`src/rtl/fsm_timed_pkg.sv`:
```
// Shared types and default timing constants for the button-to-enable front end.
`default_nettype none

package fsm_timed_pkg;

  typedef enum logic [2:0] {
    IDLE      = 3'd0,
    DB_PRESS  = 3'd1,
    PRESSED   = 3'd2,
    LONG_HELD = 3'd3,
    DB_REL    = 3'd4
  } btn_state_t;

  localparam int BTN_DB_CYCLES   = 4;
  localparam int BTN_LONG_CYCLES = 64;

endpackage

`default_nettype wire

```
`src/rtl/sync_2ff.sv`:
```
// Two-flop synchroniser for a single asynchronous level, reset to 0.
`default_nettype none

module sync_2ff (
  input  logic clk,
  input  logic rst,
  input  logic d,
  output logic q
);

  logic meta;

  always_ff @(posedge clk) begin
    if (rst) begin
      meta <= 1'b0;
      q    <= 1'b0;
    end else begin
      meta <= d;
      q    <= meta;
    end
  end

endmodule

`default_nettype wire

```
`src/rtl/btn_enable_ctrl.sv`:
```
// Debounced push-button controller: short press toggles enable, long press clears it.
`default_nettype none

module btn_enable_ctrl
  import fsm_timed_pkg::*;
#(
  parameter int DB_CYCLES   = BTN_DB_CYCLES,
  parameter int LONG_CYCLES = BTN_LONG_CYCLES,
  parameter int CNT_W       = 8
) (
  input  logic clk,
  input  logic rst,
  input  logic btn_raw,
  output logic enable,
  output logic press_pulse,
  output logic long_press
);

  localparam logic [CNT_W-1:0] DB_LAST   = CNT_W'(DB_CYCLES - 1);
  localparam logic [CNT_W-1:0] LONG_LAST = CNT_W'(LONG_CYCLES - 1);
  localparam logic [CNT_W-1:0] T_MAX     = '1;

  logic             btn_s;
  btn_state_t       state;
  btn_state_t       next_state;
  logic [CNT_W-1:0] t;
  logic             was_long;
  logic             short_done;
  logic             long_hit;

  sync_2ff u_sync (
    .clk (clk),
    .rst (rst),
    .d   (btn_raw),
    .q   (btn_s)
  );

  always_comb begin
    next_state = state;
    case (state)
      IDLE: begin
        if (btn_s) next_state = DB_PRESS;
      end
      DB_PRESS: begin
        if (!btn_s)            next_state = IDLE;
        else if (t == DB_LAST) next_state = PRESSED;
      end
      PRESSED: begin
        if (!btn_s)              next_state = DB_REL;
        else if (t == LONG_LAST) next_state = LONG_HELD;
      end
      LONG_HELD: begin
        if (!btn_s) next_state = DB_REL;
      end
      DB_REL: begin
        // A release bounce resumes whichever held state the press had reached.
        if (btn_s)             next_state = was_long ? LONG_HELD : PRESSED;
        else if (t == DB_LAST) next_state = IDLE;
      end
      default: next_state = IDLE;
    endcase
  end

  always_comb begin
    short_done = (state == DB_REL) && (next_state == IDLE) && !was_long;
    long_hit   = (state == PRESSED) && (next_state == LONG_HELD);
  end

  always_ff @(posedge clk) begin
    if (rst) begin
      state       <= IDLE;
      t           <= '0;
      was_long    <= 1'b0;
      enable      <= 1'b0;
      press_pulse <= 1'b0;
      long_press  <= 1'b0;
    end else begin
      state <= next_state;

      if (next_state != state) t <= '0;
      else if (t != T_MAX)     t <= t + 1'b1;

      if (long_hit)                 was_long <= 1'b1;
      else if (next_state == IDLE)  was_long <= 1'b0;

      if (long_hit)        enable <= 1'b0;
      else if (short_done) enable <= ~enable;

      press_pulse <= short_done;
      long_press  <= long_hit;
    end
  end

endmodule

`default_nettype wire

```
`config.mk`:
```
export PLATFORM = sky130hd
export DESIGN_NAME = btn_enable_ctrl
export DESIGN_NICKNAME = d
export VERILOG_FILES = /design/src/rtl/fsm_timed_pkg.sv /design/src/rtl/sync_2ff.sv /design/src/rtl/btn_enable_ctrl.sv
export SDC_FILE = /design/constraint.sdc
export NUM_CORES = 1
export LEC_CHECK = 0
export ABC_CLOCK_PERIOD_IN_PS = 6300
export BUFFER_PORTS_ARGS = -buffer_cell sky130_fd_sc_hd__clkbuf_2
export CORE_ASPECT_RATIO = 1.5
export CORE_UTILIZATION = 45
export DETAILED_ROUTE_END_ITERATION = 10
export GPL_ROUTABILITY_DRIVEN = 0
export PLACE_DENSITY = 0.59
export SYNTH_ARGS = -nofsm -noshare
export SYNTH_HDL_FRONTEND = slang
export SYNTH_SLANG_ARGS = --single-unit
```
`constraint.sdc`:
```
create_clock -name clk -period 6.3 [get_ports clk]
set_input_delay 0.945 -clock clk [delete_from_list [all_inputs] [get_ports clk]]
set_output_delay 0.945 -clock clk [all_outputs]
set_load 0.02 [all_outputs]
```
==> out/qor.csv <==
metric,value,unit
reg2reg_slack,4.12,ns
cp.arrival,2.37,ns
place_ws,4.14,ns
status,finished clean,
drcViolationCount,0,
drive_gt1_frac,0.163,
cts.clk_slew.worst_paths,0.10,ns
finalSetupViolCount,0,
fin_setup_tns,0,ns
port_buffers,5,
hold_class,reg2reg,
hpwl,1.37,mm
max_freq,0.459,GHz
synth_top_area_frac,0.379,
crit_path_end_kind,register,
post-route-util,0.518,
vias_per_cell,6.15,
vdd_drop_max,0.000128,V
slew_viol_final,0,
drt_iter0_drc,13,
synth_cell_types,42,
detail-route-antenna-nets,0,
fin_skew,0.00697,ns
dieHeight,56.7,um
min_period,2.18,ns
grt_overflow,0,
grt_max_degree,11,
ctsResizeCount,0,
cp_max_fo,8,
drv_cap,0,
start_util,0.484,
totalWireLength,1.78,mm
htreeDepth,1,
core_area,1850,um^2
cp.required,6.49,ns
hold_viol,0,
firstDrtPassIters,4,
syn2layout_area_growth,6.97,%
final_cell_mix,"17 x dfxtp_1, 8 x nand2_1, 7 x nor2_1",
ys.warnings.count,0,
via_count,769,
path_cells,ha_1 > nor4b_4 > a41oi_4 > a221o_2 > a221oi_1,
wire_per_inst,14.2,um
rows,19,
p_per_area,190,nW/um^2
synth-seq-area-share,0.379,
cts_buffer_depth,2,
critPathMaxStageDelay,0.52,ns
die_w,38.5,um
grt_pass1_wl,3.03,mm
synth_top_cell_by_area,dfxtp_1,
antenna_found_initial,0,
rsz0062_at_grt,no,
syn_inst,99,
ys_seq_elements,17,
post_cts_buffers,0,
worst_pin_slew,0.752,ns
slew_headroom,0.498,
ctsHoldBuffers,0,
layout.nets,109,
n_antenna_cell,0,
critPathSlowestCell,a221o_2,
synth_area_per_cell,9.06,um^2
post-route-period-util,0.346,
cts_root_buf,clkbuf_4,
critPathKind,reg2reg,
netlist_area,897,um^2
numCtsBuffers,3,
layout_commonest_cell,dfxtp_1,
worst_slack,4.12,ns
synthTopCellsByArea,"dfxtp_1 38%, a211oi_1 4.2%, nand2_1 3.3%",
startpoint_type,register,
clk_latency,0.29,ns
p_leak,0.306,nW
track_usage,0.194,
grt_pass1_vias,715,
fp.dieArea,2180,um^2
cts_tree,yes,
clock-sinks,17,
synth_nets,103,
io_pins,6,
-- synthesized netlist by cell type --
master     count
or2_2          1
nor4b_1        1
nor2_1         7
a21oi_1        4
a41oi_4        1
mux2i_1        1
ha_1           1
a221oi_1       2
and2_1         2
a41o_2         1
o31ai_1        1
o221ai_1       1
nand3_1        5
a221oi_2       1
o21bai_1       2
nand3b_1       1
or3_1          1
or4_1          1
inv_1          3
a2111oi_0      1
nor3_2         1
a221o_2        1
nor3_1         3
xnor2_1        1
nand2b_1       2
nor4_1         1
nor3b_1        1
or2b_1         1
nand4_1        2
nor2b_1        3
buf_1          1
nand2_1        8
o211a_1        1
o21ai_0        2
a22oi_1        3
a211oi_1       5
clkbuf_1       3
and3_1         1
nor4b_4        1
and4_1         1
dfxtp_1       17
a31o_2         2
-- path summary, 6_finish.rpt --
| path | end | cells after the start | start |
|---|---|---|---|
| worst min-delay path | u_sync.q | 1 | u_sync.meta |
| worst max register to register | t[3] | 5 | t[0] |
| worst max-delay path | t[3] | 5 | t[0] |
| worst min register to register | u_sync.q | 1 | u_sync.meta |
-- state kept, by name, indices dropped and copies added (netlist names) --
name / count
t: 8
state: 3
enable: 1
long_press: 1
press_pulse: 1
u_sync.meta: 1
u_sync.q: 1
was_long: 1
-- cell families after synthesis --
family / after synthesis / synth area share
xor gates and xnor gates: 1 / 0.00976
DFF: 17 / 0.379
AOI/OAI and AO/OA: 28 / 0.268
muxes: 1 / 0.0112
and+or+nand+nor: 44 / 0.289
buffers and inverters: 7 / 0.0293
adders and majority gates: 1 / 0.0139
-- worst max-delay path, delay by kind of cell (launching register included) --
kind            cells  cell delay (ns)
compound gates      3             1.04
simple gates        1             0.44
flops               1             0.40
fa+ha+maj           1             0.22
-- area by class of cell --
class | count | area [um^2]
inverter | 3 | 11.3
sequential | 17 | 340
fill | 188 | 895
timing repair buffer | 5 | 25.0
clock buffer | 4 | 26.3
multi-input combinational | 75 | 531
tap | 21 | 26.3
-- layer usage --
layer  GRT usage  wire length (um)
met5           0                 0
met4       0.103                53
met3      0.0277                32
met2       0.329               941
met1       0.220               750
-- metrics by stage --
stage,cells,hold WS [ns],area (um^2),total power [mW]
2_1_floorplan,99,0.414,897,0.124
3_3_place_gp,121,0.417,933,0.127
3_5_place_dp,121,0.426,933,0.127
4_1_cts,125,0.448,960,0.183
5_1_grt,125,0.479,960,0.190
6_report,125,0.445,960,0.182
-- power by group --
part / internal (mW) / total (mW) / switching (mW)
logic: 0.00513 / 0.0122 / 0.00705
clock network: 0.0246 / 0.0574 / 0.0327
registers: 0.110 / 0.112 / 0.00269
total: 0.139 / 0.182 / 0.0425
No activity file was read; power rests on OpenSTA's default activity.
